### config.mk
export PLATFORM = sky130hd
export DESIGN_NAME = enemy_score_tracker
export DESIGN_NICKNAME = d
export VERILOG_FILES = /design/src/rtl/game_pkg.sv /design/src/rtl/enemy_slot.sv /design/src/rtl/enemy_score_tracker.sv
export SDC_FILE = /design/constraint.sdc
export NUM_CORES = 1
export LEC_CHECK = 0
export BUFFER_PORTS_ARGS = -buffer_cell sky130_fd_sc_hd__buf_2
export CAP_MARGIN = 5
export CORE_UTILIZATION = 30
export CTS_BUF_LIST = sky130_fd_sc_hd__clkbuf_2
export DETAILED_ROUTE_END_ITERATION = 16
export RECOVER_POWER = 100
export SYNTH_ARGS = -nofsm -noshare
export SYNTH_HDL_FRONTEND = slang
export SYNTH_HIERARCHICAL = 1
export SYNTH_SLANG_ARGS = --single-unit
### constraint.sdc
create_clock -name clk -period 2.09 [get_ports clk]
set_input_delay 0.1045 -clock clk [delete_from_list [all_inputs] [get_ports clk]]
set_output_delay 0.1045 -clock clk [all_outputs]
set_load 0.03 [all_outputs]
### src/rtl/game_pkg.sv
// Shared types and widths for the classic-mode scoring stage.
//   SCORE_W   : width of each per-enemy kill count
//   NUM_ENEMY : number of enemy tank slots
//   TIMER_W   : width of respawn / invulnerability tick counters
package game_pkg;

  localparam int unsigned SCORE_W   = 5;
  localparam int unsigned NUM_ENEMY = 4;
  localparam int unsigned TIMER_W   = 8;

  typedef enum logic {
    ALIVE = 1'b0,
    DEAD  = 1'b1
  } slot_state_t;

  typedef enum logic {
    VULN   = 1'b0,
    INVULN = 1'b1
  } player_state_t;

  // Saturating increment: a score already at the ceiling stays there.
  function automatic logic [SCORE_W-1:0] sat_inc(input logic [SCORE_W-1:0] val,
                                                 input logic [SCORE_W-1:0] ceil);
    sat_inc = (val >= ceil) ? ceil : val + SCORE_W'(1);
  endfunction

endpackage

### src/rtl/enemy_slot.sv
// One enemy tank slot: counts kills and holds the enemy dead for a fixed
// number of tick strobes after each accepted hit.
//   clk, rst   : clock, synchronous active-high reset
//   clr        : synchronous clear, same effect as rst
//   tick       : one-cycle time-base strobe
//   hit_evt    : single-cycle hit event (already edge-detected)
//   score      : saturating kill count
//   alive      : 1 while the enemy is on the field
module enemy_slot
  import game_pkg::*;
#(
  parameter int unsigned RESPAWN_TICKS = 30,
  parameter int unsigned SCORE_MAX     = 31
) (
  input  logic               clk,
  input  logic               rst,
  input  logic               clr,
  input  logic               tick,
  input  logic               hit_evt,
  output logic [SCORE_W-1:0] score,
  output logic               alive
);

  localparam logic [TIMER_W-1:0] RESPAWN_LD = TIMER_W'(RESPAWN_TICKS);
  localparam logic [SCORE_W-1:0] SCORE_SAT  = SCORE_W'(SCORE_MAX);

  slot_state_t        state_q, state_d;
  logic [TIMER_W-1:0] timer_q, timer_d;
  logic [SCORE_W-1:0] score_q, score_d;
  logic               alive_q, alive_d;

  // Next-state: kill on an event while alive, count ticks down while dead.
  always_comb begin
    state_d = state_q;
    timer_d = timer_q;
    score_d = score_q;
    alive_d = alive_q;
    unique case (state_q)
      ALIVE: begin
        if (hit_evt) begin
          state_d = DEAD;
          timer_d = RESPAWN_LD;
          score_d = sat_inc(score_q, SCORE_SAT);
          alive_d = 1'b0;
        end
      end
      DEAD: begin
        // Hits are ignored here, including one coincident with the last tick.
        if (tick) begin
          if (timer_q <= TIMER_W'(1)) begin
            state_d = ALIVE;
            timer_d = '0;
            alive_d = 1'b1;
          end else begin
            timer_d = timer_q - TIMER_W'(1);
          end
        end
      end
      default: begin
        state_d = ALIVE;
        alive_d = 1'b1;
      end
    endcase
  end

  // State register with synchronous reset / clear.
  always_ff @(posedge clk) begin
    if (rst || clr) begin
      state_q <= ALIVE;
      timer_q <= '0;
      score_q <= '0;
      alive_q <= 1'b1;
    end else begin
      state_q <= state_d;
      timer_q <= timer_d;
      score_q <= score_d;
      alive_q <= alive_d;
    end
  end

  assign score = score_q;
  assign alive = alive_q;

endmodule

### src/rtl/enemy_score_tracker.sv
// Classic-mode scoring stage: turns raw collision levels for four enemies and
// the player into per-enemy kill counts, enemy alive flags and a player
// alive/vulnerable flag whose falling edges mark accepted player hits.
//   clk, rst            : clock, synchronous active-high reset
//   enable_game_classic : low clears the block every cycle
//   tick                : one-cycle time-base strobe for all timers
//   enemy_hit[3:0]      : level collision flags, bit i = enemy i
//   mytank_hit          : level collision flag for the player
//   scorea..scored      : kill counts of enemies 0..3
//   enemy_alive[3:0]    : per-enemy alive flags
//   mytank_state        : 1 = vulnerable, 0 = invulnerable after a hit
module enemy_score_tracker
  import game_pkg::*;
#(
  parameter int unsigned RESPAWN_TICKS = 30,
  parameter int unsigned INVULN_TICKS  = 20,
  parameter int unsigned SCORE_MAX     = 31
) (
  input  logic                 clk,
  input  logic                 rst,
  input  logic                 enable_game_classic,
  input  logic                 tick,
  input  logic [NUM_ENEMY-1:0] enemy_hit,
  input  logic                 mytank_hit,
  output logic [SCORE_W-1:0]   scorea,
  output logic [SCORE_W-1:0]   scoreb,
  output logic [SCORE_W-1:0]   scorec,
  output logic [SCORE_W-1:0]   scored,
  output logic [NUM_ENEMY-1:0] enemy_alive,
  output logic                 mytank_state
);

  localparam logic [TIMER_W-1:0] INVULN_LD = TIMER_W'(INVULN_TICKS);

  logic                 clr;
  logic [NUM_ENEMY-1:0] prev_hit_q, prev_hit_d;
  logic                 prev_my_q, prev_my_d;
  logic [NUM_ENEMY-1:0] hit_evt_c;
  logic                 my_evt_c;

  player_state_t        player_q, player_d;
  logic [TIMER_W-1:0]   inv_timer_q, inv_timer_d;
  logic                 mytank_q, mytank_d;

  logic [SCORE_W-1:0]   slot_score [NUM_ENEMY];
  logic [NUM_ENEMY-1:0] slot_alive;

  assign clr = ~enable_game_classic;

  // Rising-edge detect so a held collision level counts once.
  assign hit_evt_c  = enemy_hit & ~prev_hit_q;
  assign my_evt_c   = mytank_hit & ~prev_my_q;
  assign prev_hit_d = enemy_hit;
  assign prev_my_d  = mytank_hit;

  always_ff @(posedge clk) begin
    if (rst || clr) begin
      prev_hit_q <= '0;
      prev_my_q  <= 1'b0;
    end else begin
      prev_hit_q <= prev_hit_d;
      prev_my_q  <= prev_my_d;
    end
  end

  // Independent enemy slots.
  for (genvar i = 0; i < int'(NUM_ENEMY); i++) begin : g_slot
    enemy_slot #(
      .RESPAWN_TICKS(RESPAWN_TICKS),
      .SCORE_MAX    (SCORE_MAX)
    ) u_slot (
      .clk    (clk),
      .rst    (rst),
      .clr    (clr),
      .tick   (tick),
      .hit_evt(hit_evt_c[i]),
      .score  (slot_score[i]),
      .alive  (slot_alive[i])
    );
  end

  // Player FSM next-state: same timer pattern as a slot, without a score.
  always_comb begin
    player_d    = player_q;
    inv_timer_d = inv_timer_q;
    mytank_d    = mytank_q;
    unique case (player_q)
      VULN: begin
        if (my_evt_c) begin
          player_d    = INVULN;
          inv_timer_d = INVULN_LD;
          mytank_d    = 1'b0;
        end
      end
      INVULN: begin
        if (tick) begin
          if (inv_timer_q <= TIMER_W'(1)) begin
            player_d    = VULN;
            inv_timer_d = '0;
            mytank_d    = 1'b1;
          end else begin
            inv_timer_d = inv_timer_q - TIMER_W'(1);
          end
        end
      end
      default: begin
        player_d = VULN;
        mytank_d = 1'b1;
      end
    endcase
  end

  // Player state register.
  always_ff @(posedge clk) begin
    if (rst || clr) begin
      player_q    <= VULN;
      inv_timer_q <= '0;
      mytank_q    <= 1'b1;
    end else begin
      player_q    <= player_d;
      inv_timer_q <= inv_timer_d;
      mytank_q    <= mytank_d;
    end
  end

  assign scorea       = slot_score[0];
  assign scoreb       = slot_score[1];
  assign scorec       = slot_score[2];
  assign scored       = slot_score[3];
  assign enemy_alive  = slot_alive;
  assign mytank_state = mytank_q;

endmodule
==> results of run 1 <==
-- kinds of logic after synthesis --
| group | synth area share [%] |
|---|---|
| AO/OA/AOI/OAI | 18.06 |
| buffers and inverters | 3.192 |
| flip-flops | 40.75 |
| multiplexers | 1.087 |
| AND/OR/NAND/NOR | 27.95 |
| XOR/XNOR | 2.852 |
| adder cells (fa/ha/maj) | 6.112 |
-- layout make-up --
type                    instances  share of cell area [%]
flip-flops and latches         75                   35.67
inverters                      19                   1.694
repair buffers                 45                   5.707
multi-input cells             317                   48.69
well taps                     147                   4.370
clock buffers                  10                   1.189
clock inverters                 6                   2.675
-- cell usage after synthesis, types with 2 or more instances --
master    number  share of area [%]
nor3_2         7                1.9
mux2i_1        4                1.1
nor4_2         4                1.4
nor2b_1        8                1.4
buf_2          4               0.54
a21oi_1       24                3.3
xnor2_1        4               0.95
a311oi_1       9                2.1
clkbuf_1       4               0.41
nand2b_1       5               0.85
nor3_1        46                6.2
inv_1         19                1.9
nand3_1       14                1.9
a31o_2         4               0.95
nand4_1        6                1.0
dfxtp_1       75                 41
xor2_1         8                1.9
or3b_1         9                2.1
and2_1        10                1.7
nor4_1         4               0.68
a31oi_1        2               0.34
o22ai_1        4               0.68
nand3b_1       4               0.81
o211ai_1       4               0.81
o21ai_1        8                1.1
o21ai_0       14                1.9
ha_1          18                6.1
nand2_1       20                2.0
nor2_1        32                3.3
and3_1         4               0.68
a221oi_1       4               0.95
a211oi_1      14                2.9
a21o_2         4               0.95
or2_2          4               0.68
o21bai_1       5                1.0
-- cell usage in the layout (no fill, tap or decap), drive strengths merged, types with 6 or more instances in the layout --
| cell | count |
|---|---|
| dlygate4sd3 | 7 |
| inv | 20 |
| buf | 11 |
| ha | 18 |
| a211oi | 14 |
| o21ai | 22 |
| or3b | 9 |
| nand3 | 15 |
| nor3 | 53 |
| nand2 | 21 |
| xor2 | 8 |
| nand4 | 6 |
| a21oi | 24 |
| dfxtp | 75 |
| and2 | 10 |
| nor2b | 8 |
| nor2 | 32 |
| nor4 | 8 |
| clkbuf | 37 |
| a311oi | 9 |
-- worst paths after layout --
check,startpoint,depth (start not counted),endpoint
worst min-delay path,tick,5,inv_timer_q[6]
worst max-delay path,inv_timer_q[0],6,inv_timer_q[5]
worst min register to register,mytank_state,2,mytank_state
worst max register to register,inv_timer_q[0],6,inv_timer_q[5]
-- sequential cells by signal, indices dropped and copies added (netlist names) --
name                   flops
g_slot.u_slot/timer_q     32
g_slot.u_slot/score       20
inv_timer_q                8
g_slot.u_slot/alive        4
g_slot.u_slot/state_q      4
prev_hit_q                 4
mytank_state               1
player_q                   1
prev_my_q                  1
-- critical path, delay by kind of cell, from the launching register on --
kind            cells  cell delay (ps)
fa+ha+maj           1              290
buf+inv             1              100
compound gates      2              500
flops               1              450
simple gates        2              470
-- layer usage --
layer | share of wire (%) | track usage, % | vias up
li1 | - | - | 1642
met1 | 49 | 15.93 | 1454
met2 | 46 | 21.11 | 50
met3 | 2.2 | 1.553 | 16
met4 | 2.9 | 8.089 | 0
met5 | 0 | 0 | -
-- power breakdown --
part | internal [mW] | total, mW | switching [mW]
Clock | 0.525 | 1.06 | 0.537
Combinational | 0.167 | 0.421 | 0.254
Sequential | 1.49 | 1.54 | 0.0569
-- repair_timing --
action,CTS,global route
hold buffers,7,0
hold endpoints to repair,27,0
buffers inserted,0,0
==> summary.txt, run 1 <==
Status
  – Outcome: complete, no violations

Die
  – Core outline area: 12010 um2
  – I/O pin cnt: 34
  – Die W: 112.8 um
  – # rows: 40
  – Die area: 12730 um2
  – Die height: 112.8 um
  – Initial Utilization: 30.68%

STA
  – Tmin final: 1858 ps
  – Worst rel slew slack: 56.02%
  – Final setup margin: 232.0 ps
  – Hold_ws: 188.5 ps
  – Max-slew violations: 0
  – Setup TNS: 0 ps
  – Clk_skew: 17.98 ps
  – Worst slew pin tran: 655.3 ps
  – RSZ-0062 raised after global routing: no
  – Final Setup Violations: 0
  – Final worst path period share: 88.90%
  – Fmax: 538.2 MHz
  – Hold Vio Cnt, Final: 0

GRT
  – First-pass GRT wire length: 13300 um
  – Antenna violations before repair: 0
  – Vias in the first global route: 2923
  – Overall routing resource usage: 12.81%
  – Congestion Overflow GR: 0
  – Largest net degree at the start of global routing: 15

Place
  – Setup WS pre-CTS: 385.5 ps
  – Port bufs: 33
  – Dpl cell area: 4025 um2
  – GPL Wtd Cong: 0.8254
  – DP Cell Count: 596
  – Dpl hpwl: 5603 um

Synth
  – Synth Net Count: 447
  – Async S/R FF share, synth: 0%
  – Synthesis Warnings: 6
  – Distinct cells, synth: 46
  – Number of synthesized flops with an enable pin: 0
  – Sequential area share after synthesis: 40.75%
  – Syn Inst Count: 420
  – Top_reg_cell synth: dfxtp_1
  – #FFs+latches synth: 75
  – Synth Cell Area: 3685 um2
  – Post-Syn Area per Cell: 8.773 um2

Route
  – Avg WL per Cell: 12.66 um
  – DR vias/cell: 5.108
  – Detailed Route WL: 7837 um
  – TritonRoute pass-1 iters: 4
  – Final antenna-violating net count: 0
  – # DRC: 0
  – Via count: 3162
  – DRT iter0 DRCs: 234

Setup path
  – R2R Setup Slk: 230 ps
  – Critical path fanouts, max: 6
  – CP max stage cell: dfxtp_1
  – Req. time, crit path: 2560 ps
  – CP Launch Type: flop
  – Cell chain of the critical path: inv_1 -> ha_1 -> or2_0 -> a31oi_1 -> a211oi_1 -> nor3_1
  – Slowest Stage Delay on Critical Path: 450 ps
  – CP Data Arrival Time: 2330 ps
  – CP Class: reg -> reg
  – Crit. End Element: flop

Power
  – Leakage: 1.515 nW
  – Pwr dens: 718.7 nW/um2
  – Peak VDD IR: 0.2753 mV
  – Pwr Total: 3.025 mW

Final layout
  – Area occupied by multi-input gates: 2049 um2
  – Util after Layout: 35.04%
  – Number of fill cells: 1214
  – Layout Nets: 494
  – Antenna diodes: 0
  – Post-Layout Cell Count: 619
  – Share of cells above drive strength 1: 11.23%
  – Synth-to-Final Area Change: 14.23%
  – Design Area, Final: 4209 um2
  – Storage cell area: 1501 um2

Clock tree
  – Post-cts gate resize count: 0
  – Num CTS Buffers: 9
  – Clock Sinks: 75
  – TritonCTS clock tree: yes
  – Clk_lat worst skew: 540 ps
  – H-tree Lvls: 3
  – Reg clk slew, reported paths: 220 ps
  – Clock root buffer: clkbuf_2
  – Longest Clk Path Bufs: 2

Flow run
  – Number of max-cap violations: 0

Worst hold path
  – HP Class: in -> reg
No activity file was read; power rests on OpenSTA's default activity.
==> run 2, diff against run 1 <==
Settings changed: SETUP_SLACK_MARGIN set to 0.15.
Clock period 2.09 ns to 2.3 ns, I/O delays scaled along.
==> run 2 against run 1 <==
  * Cell area down 2.0%
  * Setup slack better by 140 ps
  * Maximum frequency down 3.5%
  * Non-clock buffer count down 3
  * Sequential share of layout area up 0.71 points
  * Routed wire length down 0.74%
  * Largest power group unchanged
  * Critical endpoint is now g_slot[3].u_slot/timer_q[1]
  * Via count up 0.54%
  * Critical path depth down 2
==> summary.txt, run 2 (synthesis results as in run 1) <==
Status
  – Outcome: complete, no violations (unchanged)

Final layout
  – Synth-to-Final Area Change: 11.99% (was 14.23%)
  – Most common cell after layout, fill and taps aside: dfxtp_1 (unchanged)
  – Most frequent cells in the layout: 75 x dfxtp_1, 46 x nor3_1, 32 x nor2_1 (was 75 x dfxtp_1, 47 x nor3_1, 32 x nor2_1)
  – Biggest register: g_slot.u_slot/timer_q (unchanged)
  – Share of cells above drive strength 1: 10.26% (was 11.23%)
  – Number of fill cells: 1243 (was 1214)
  – Post-Layout Cell Count: 615 (was 619)
  – Layout Nets: 491 (was 494)
  – Max reg flops: 32 (unchanged)
  – Area occupied by multi-input gates: 2054 um2 (was 2049 um2)
  – Storage cell area: 1501 um2 (unchanged)
  – Antenna diodes: 0 (unchanged)

Worst hold path
  – Hold path depth: 5 (unchanged)
  – Worst Min Path Start: tick (unchanged)
  – Hold EP: inv_timer_q[6] (unchanged)
  – HP Class: in -> reg (unchanged)

Setup path
  – R2R Setup Slk: 370 ps (was 230 ps)
  – Reg-to-Reg Start: g_slot[3].u_slot/timer_q[4] (was inv_timer_q[0])
  – Critical path fanouts, max: 8 (was 6)
  – CP Class: reg -> reg (unchanged)
  – CP Data Arrival Time: 2310 ps (was 2330 ps)
  – FF-to-FF End: g_slot[3].u_slot/timer_q[1] (was inv_timer_q[5])
  – Worst r2r path cells: 4 (was 6)
  – Crit. End Element: flop (unchanged)
  – CP Launch Type: flop (unchanged)
  – Req. time, crit path: 2680 ps (was 2560 ps)

Clock tree
  – Reg clk slew, reported paths: 200 ps (was 220 ps)
  – TritonCTS clock tree: yes (unchanged)
  – Clock Sinks: 75 (unchanged)
  – Post-CTS Setup Bufs: 0 (unchanged)
  – Post-cts gate resize count: 0 (unchanged)
  – H-tree Lvls: 3 (unchanged)
  – Clock root buffer: clkbuf_2 (unchanged)
  – Longest Clk Path Bufs: 2 (unchanged)
  – Clk_lat worst skew: 520 ps (was 540 ps)
  – Cts hold-fix bufs: 7 (unchanged)
  – Num CTS Buffers: 9 (unchanged)

STA
  – Tmin final: 1926 ps (was 1858 ps)
  – Final worst path period share: 83.75% (was 88.90%)
  – RSZ-0062 raised after global routing: no (unchanged)
  – Final Setup Violations: 0 (unchanged)
  – Worst slew pin tran: 969.5 ps (was 655.3 ps)
  – Fmax: 519.1 MHz (was 538.2 MHz)
  – Worst rel slew slack: 34.68% (was 56.02%)
  – Hold Vio Cnt, Final: 0 (unchanged)
  – Max-slew violations: 0 (unchanged)
  – Setup TNS: 0 ps (unchanged)
  – Clk_skew: 28.58 ps (was 17.98 ps)

Route
  – DR vias/cell: 5.169 (was 5.108)
  – Via count: 3179 (was 3162)
  – Avg WL per Cell: 12.65 um (was 12.66 um)
  – Final antenna-violating net count: 0 (unchanged)
  – TritonRoute pass-1 iters: 5 (was 4)
  – Detailed Route WL: 7779 um (was 7837 um)
  – DRT iter0 DRCs: 269 (was 234)
  – # DRC: 0 (unchanged)

GRT
  – Overall routing resource usage: 13.00% (was 12.81%)
  – Vias in the first global route: 3011 (was 2923)
  – First-pass GRT wire length: 13530 um (was 13300 um)
  – Antenna violations before repair: 0 (unchanged)
  – Congestion Overflow GR: 0 (unchanged)
  – Largest net degree at the start of global routing: 15 (unchanged)

Die
  – Die W: 112.8 um (unchanged)
  – # rows: 40 (unchanged)
  – Die area: 12730 um2 (unchanged)
  – Die height: 112.8 um (unchanged)
  – I/O pin cnt: 34 (unchanged)
  – Initial Utilization: 30.68% (unchanged)
  – Core outline area: 12010 um2 (unchanged)

Place
  – DP Cell Count: 593 (was 596)
  – Dpl hpwl: 5611 um (was 5603 um)
  – Port bufs: 33 (unchanged)
  – GPL Wtd Cong: 0.8283 (was 0.8254)

Power
  – Peak VDD IR: 0.1692 mV (was 0.2753 mV)
  – Leakage: 1.472 nW (was 1.515 nW)
  – Pwr dens: 597.1 nW/um2 (was 718.7 nW/um2)

Flow run
  – Number of max-cap violations: 0 (unchanged)
==> run 2: critical path, cell delays in order (launching register included) <==
cell and delay (ps):
dfxtp_1 390, nor3_1 290, o211ai_1 190, o21ai_0 790, a221oi_1 120
==> run 2: layout make-up <==
type | count | area share, %
Multi-Input combinational cell | 317 | 49.79
Sequential cell | 75 | 36.39
Timing Repair Buffer | 42 | 5.276
Tap cell | 147 | 4.457
Inverter | 19 | 1.728
Clock buffer | 11 | 1.334
Clock inverter | 4 | 1.031
==> run 2: metal layers <==
metal,track usage [%],part of all wire [%],up-vias
met4,7.022,0.59,0
met2,21.56,48,47
met1,16.34,49,1485
met3,1.821,2.9,6
li1,-,-,1641
met5,0,0,-
==> run 2: per-stage QoR <==
step | hold WS [ps] | total power, mW | worst slack (ps) | area [um2] | utilization [%]
2_1_floorplan | 236.7 | 1.706 | 678.9 | 3685 | -
3_3_place_gp | 334.7 | 1.793 | 594.9 | 4003 | 33.32
3_5_place_dp | 337.3 | 1.798 | 588.6 | 4003 | 33.32
4_1_cts | 219.0 | 2.508 | 559.4 | 4170 | 34.72
5_1_grt | 205.7 | 2.602 | 229.5 | 4126 | 34.35
6_report | 228.8 | 2.464 | 373.7 | 4126 | 34.35
==> run 2: how the worst max path moves through the flow <==
stage	startpoint	end	slack, ps	depth (start not counted)
floorplan	g_slot[0].u_slot/score[0]	g_slot[0].u_slot/score[4]	680	6
CTS	g_slot[0].u_slot/timer_q[0]	g_slot[0].u_slot/timer_q[2]	560	5
finish	g_slot[3].u_slot/timer_q[4]	g_slot[3].u_slot/timer_q[1]	370	4
detailed placement	inv_timer_q[0]	inv_timer_q[5]	590	6
global route	inv_timer_q[0]	inv_timer_q[5]	230	6
global placement	g_slot[0].u_slot/timer_q[0]	g_slot[0].u_slot/timer_q[2]	590	5
==> run 2: report_power, final <==
group          switching, mW  internal, mW  leakage, nW
Sequential            0.0516          1.35        0.611
Combinational          0.228         0.148        0.794
Clock                  0.441         0.246       0.0669
Total                  0.721          1.74         1.47
==> run 3, diff against run 2 <==
Settings changed: ABC_AREA set to 1.
Clock period 2.3 ns to 1.8 ns, I/O delays scaled along.
==> run 3 against run 2 <==
  * Global-route usage shrank 0.21 points
  * Die area grew 11%
  * Via count grew 13%
  * Setup slack lost 91 ps
  * Largest cell class unchanged
==> summary.txt, run 3 <==
Setup path
  – R2R Setup Slk: 280 ps (was 370 ps)
  – Most frequent CP cell: ha_1
  – Reg-to-Reg Start: g_slot[1].u_slot/score[0] (was g_slot[3].u_slot/timer_q[4])
  – CP Launch Type: flop (unchanged)
  – CP Class: reg -> reg (unchanged)
  – Critical path fanouts, max: 5 (was 8)
  – Worst r2r path cells: 7 (was 4)
  – Slowest Stage Delay on Critical Path: 450 ps (was 790 ps)
  – CP Data Arrival Time: 2000 ps (was 2310 ps)
  – Crit. End Element: flop (unchanged)
  – FF-to-FF End: g_slot[1].u_slot/score[4] (was g_slot[3].u_slot/timer_q[1])
  – CP max stage cell: dfxtp_1 (was o21ai_0)
  – Cell chain of the critical path: ha_1 -> nand2_1 -> nor2_1 -> ha_1 -> or2_0 -> o21ai_0 -> inv_1 (was nor3_1 -> o211ai_1 -> o21ai_0 -> a221oi_1)
  – Req. time, crit path: 2280 ps (was 2680 ps)

STA
  – Max-slew violations: 0 (unchanged)
  – Final Setup Violations: 0 (unchanged)
  – RSZ-0062 raised after global routing: no (unchanged)
  – Worst rel slew slack: 69.60% (was 34.68%)
  – Worst slew pin tran: 455.5 ps (was 969.5 ps)
  – Final setup margin: 282.7 ps (was 373.7 ps)
  – Setup TNS: 0 ps (unchanged)
  – Final worst path period share: 84.29% (was 83.75%)
  – Fmax: 659.1 MHz (was 519.1 MHz)
  – Clk_skew: 32.03 ps (was 28.58 ps)
  – Tmin final: 1517 ps (was 1926 ps)
  – Hold Vio Cnt, Final: 0 (unchanged)

Clock tree
  – Clk_lat worst skew: 570 ps (was 520 ps)
  – Clock Sinks: 75 (unchanged)
  – H-tree Lvls: 3 (unchanged)
  – TritonCTS clock tree: yes (unchanged)
  – Clock root buffer: clkbuf_2 (unchanged)
  – Reg clk slew, reported paths: 220 ps (was 200 ps)
  – Num CTS Buffers: 9 (unchanged)
  – Longest Clk Path Bufs: 2 (unchanged)

Power
  – Sequential power share: 52.5% (was 56.8%)
  – Peak VDD IR: 0.4703 mV (was 0.1692 mV)
  – P_sw: 1.124 mW (was 0.7212 mW)
  – Leakage: 1.989 nW (was 1.472 nW)
  – Clock power share: 30.2% (was 27.9%)
  – Comb pwr share: 17.4% (was 15.3%)
  – Internal: 2.258 mW (was 1.743 mW)
  – Switching share of power: 33.24% (was 29.27%)
  – Pwr dens: 733.0 nW/um2 (was 597.1 nW/um2)

Worst hold path
  – Hold path depth: 4 (was 5)
  – Hold EP: g_slot[3].u_slot/state_q (was inv_timer_q[6])
  – Worst Min Path Start: tick (unchanged)
  – HP Class: in -> reg (unchanged)

Die
  – I/O pin cnt: 34 (unchanged)
  – Core outline area: 13300 um2 (was 12010 um2)
  – Die height: 119.1 um (was 112.8 um)
  – # rows: 42 (was 40)
  – Die area: 14170 um2 (was 12730 um2)
  – Initial Utilization: 30.91% (was 30.68%)
  – Die W: 119.1 um (was 112.8 um)

Final layout
  – Biggest register: g_slot.u_slot/timer_q (unchanged)
  – Antenna diodes: 0 (unchanged)
  – Area occupied by multi-input gates: 2236 um2 (was 2054 um2)
  – Storage cell area: 1501 um2 (unchanged)
  – Most frequent cells in the layout: 118 x nand2_1, 99 x nor2_1, 75 x dfxtp_1 (was 75 x dfxtp_1, 46 x nor3_1, 32 x nor2_1)
  – Layout Nets: 661 (was 491)
  – Synth-to-Final Area Change: 12.27% (was 11.99%)
  – Most common cell after layout, fill and taps aside: nand2_1 (was dfxtp_1)
  – Max reg flops: 32 (unchanged)
  – Share of cells above drive strength 1: 12.99% (was 10.26%)
  – Number of fill cells: 1450 (was 1243)

Route
  – Via count: 3596 (was 3179)
  – DR vias/cell: 4.412 (was 5.169)
  – DRT iter0 DRCs: 168 (was 269)
  – TritonRoute pass-1 iters: 4 (was 5)
  – # DRC: 0 (unchanged)
  – Final antenna-violating net count: 0 (unchanged)
  – Avg WL per Cell: 10.19 um (was 12.65 um)
  – Detailed Route WL: 8305 um (was 7779 um)

Synth
  – Synth Cell Area: 4110 um2 (was 3685 um2)
  – Synthesis Warnings: 6 (unchanged)
  – Most frequent cells after synthesis: 113 x nand2_1, 99 x nor2_1, 75 x dfxtp_1, 69 x inv_1 (was 75 x dfxtp_1, 46 x nor3_1, 32 x nor2_1, 24 x a21oi_1, 20 x nand2_1)
  – Post-Syn Area per Cell: 7.026 um2 (was 8.773 um2)
  – Top_reg_cell synth: dfxtp_1 (unchanged)
  – Synth top area share: 36.53% (was 40.75%)
  – Syn Inst Count: 585 (was 420)
  – Async S/R FF share, synth: 0% (unchanged)
  – Distinct cells, synth: 29 (was 46)
  – Synth Net Count: 612 (was 447)
  – Largest cells by area after synthesis: dfxtp_1 37%, nand2_1 10%, nor2_1 9.0% (was dfxtp_1 41%, nor3_1 6.2%, ha_1 6.1%)
  – Number of synthesized flops with an enable pin: 0 (unchanged)
  – Top-count cell post-synth: nand2_1 (was dfxtp_1)
  – Sequential area share after synthesis: 36.53% (was 40.75%)
  – #FFs+latches synth: 75 (unchanged)
  – Largest area contributor in the netlist: dfxtp_1 (unchanged)

Flow run
  – Number of max-cap violations: 0 (unchanged)

GRT
  – Overall routing resource usage: 12.78% (was 13.00%)
  – Congestion Overflow GR: 0 (unchanged)
  – Antenna violations before repair: 0 (unchanged)
  – Largest net degree at the start of global routing: 16 (was 15)
  – Vias in the first global route: 3412 (was 3011)
  – First-pass GRT wire length: 14860 um (was 13530 um)

Status
  – Outcome: complete, no violations (unchanged)

Place
  – Port bufs: 33 (unchanged)
  – Dpl hpwl: 6080 um (was 5611 um)
  – GPL Wtd Cong: 0.8254 (was 0.8283)
  – Setup WS pre-CTS: 315.2 ps (was 588.6 ps)
run 3: cell types whose count changed after synthesis, moves of 10 or more:
cell,previous run,this run
a211oi_1,14,4
and2_1,10,0
inv_1,19,69
inv_2,0,16
nand2_1,20,113
nand2_4,0,12
nand3_1,14,31
nor2_1,32,99
nor2_2,0,12
nor3_1,46,8
o21ai_0,14,31
run 3: area by class of cell:
class / instances / share of cell area [%]
multi-input cells: 420 / 48.45
flip-flops and latches: 75 / 32.54
inverters: 89 / 7.240
well taps: 176 / 4.772
repair buffers: 39 / 4.230
clock inverters: 7 / 1.790
clock buffers: 9 / 0.9761
run 3: critical path, delay by kind of cell, from the launching register on:
family	cells	cell delay, ps
adders and majority gates	2	420
AOI/OAI and AO/OA	1	160
and+or+nand+nor	3	370
buffers and inverters	1	50
DFF	1	450
run 3: worst max path at each step:
stage                                          from  slack, ps                        end  cells after the start
after global routing      g_slot[2].u_slot/score[0]        100  g_slot[2].u_slot/score[4]                      7
final                     g_slot[1].u_slot/score[0]        280  g_slot[1].u_slot/score[4]                      7
after floorplan           g_slot[0].u_slot/score[0]        180  g_slot[0].u_slot/score[4]                      7
after detailed placement  g_slot[1].u_slot/score[0]        320  g_slot[1].u_slot/score[4]                      7
after CTS                 g_slot[1].u_slot/score[0]        290  g_slot[1].u_slot/score[4]                      7
after global placement    g_slot[2].u_slot/score[0]        360  g_slot[2].u_slot/score[4]                      7
run 3: repair_timing:
action	4_1_cts	5_1_grt
gates resized for setup	0	2
endpoints found under the hold margin	46	0
setup endpoints to repair	0	1
buffers inserted	0	0
hold buffers	6	0
run 3: per-layer routing:
| metal | routed length (um) | vias up | part of all wire, % | track usage, % |
|---|---|---|---|---|
| met5 | 0 | - | 0 | 0 |
| met4 | 91 | 0 | 1.1 | 3.956 |
| met3 | 320 | 7 | 3.9 | 4.119 |
| met2 | 3812 | 47 | 46 | 21.58 |
| met1 | 4080 | 1592 | 49 | 15.30 |
| li1 | - | 1950 | - | - |
run 3: power by group through the flow:
stage | logic, mW | registers, mW | clock network (mW)
floorplan | 0.449 | 1.82 | 0
global placement | 0.596 | 1.81 | 0
detailed placement | 0.597 | 1.81 | 0
CTS | 0.609 | 1.77 | 1.08
global route | 0.679 | 1.79 | 1.16
finish | 0.588 | 1.77 | 1.02
run 3: cell families (layout without fill, tap and decap cells):
kind of cell	Yosys count	in the layout	synth area share, %
xor gates and xnor gates	13	13	2.770
buffers and inverters	90	144	8.249
adders and majority gates	18	18	5.480
and+or+nand+nor	308	308	35.49
AOI/OAI and AO/OA	81	81	11.48
DFF	75	75	36.53
run 3: metrics by stage:
step           hold WS [ps]  power [mW]  utilization (%)  area (um2)  cells
2_1_floorplan         202.2       2.274                -        4110    585
3_3_place_gp          330.7       2.402            33.78        4491    793
3_5_place_dp          336.0       2.403            33.78        4491    793
4_1_cts               2.898       3.468            35.19        4678    815
5_1_grt               26.90       3.626            34.71        4614    815
6_report              64.78       3.382            34.71        4614    815
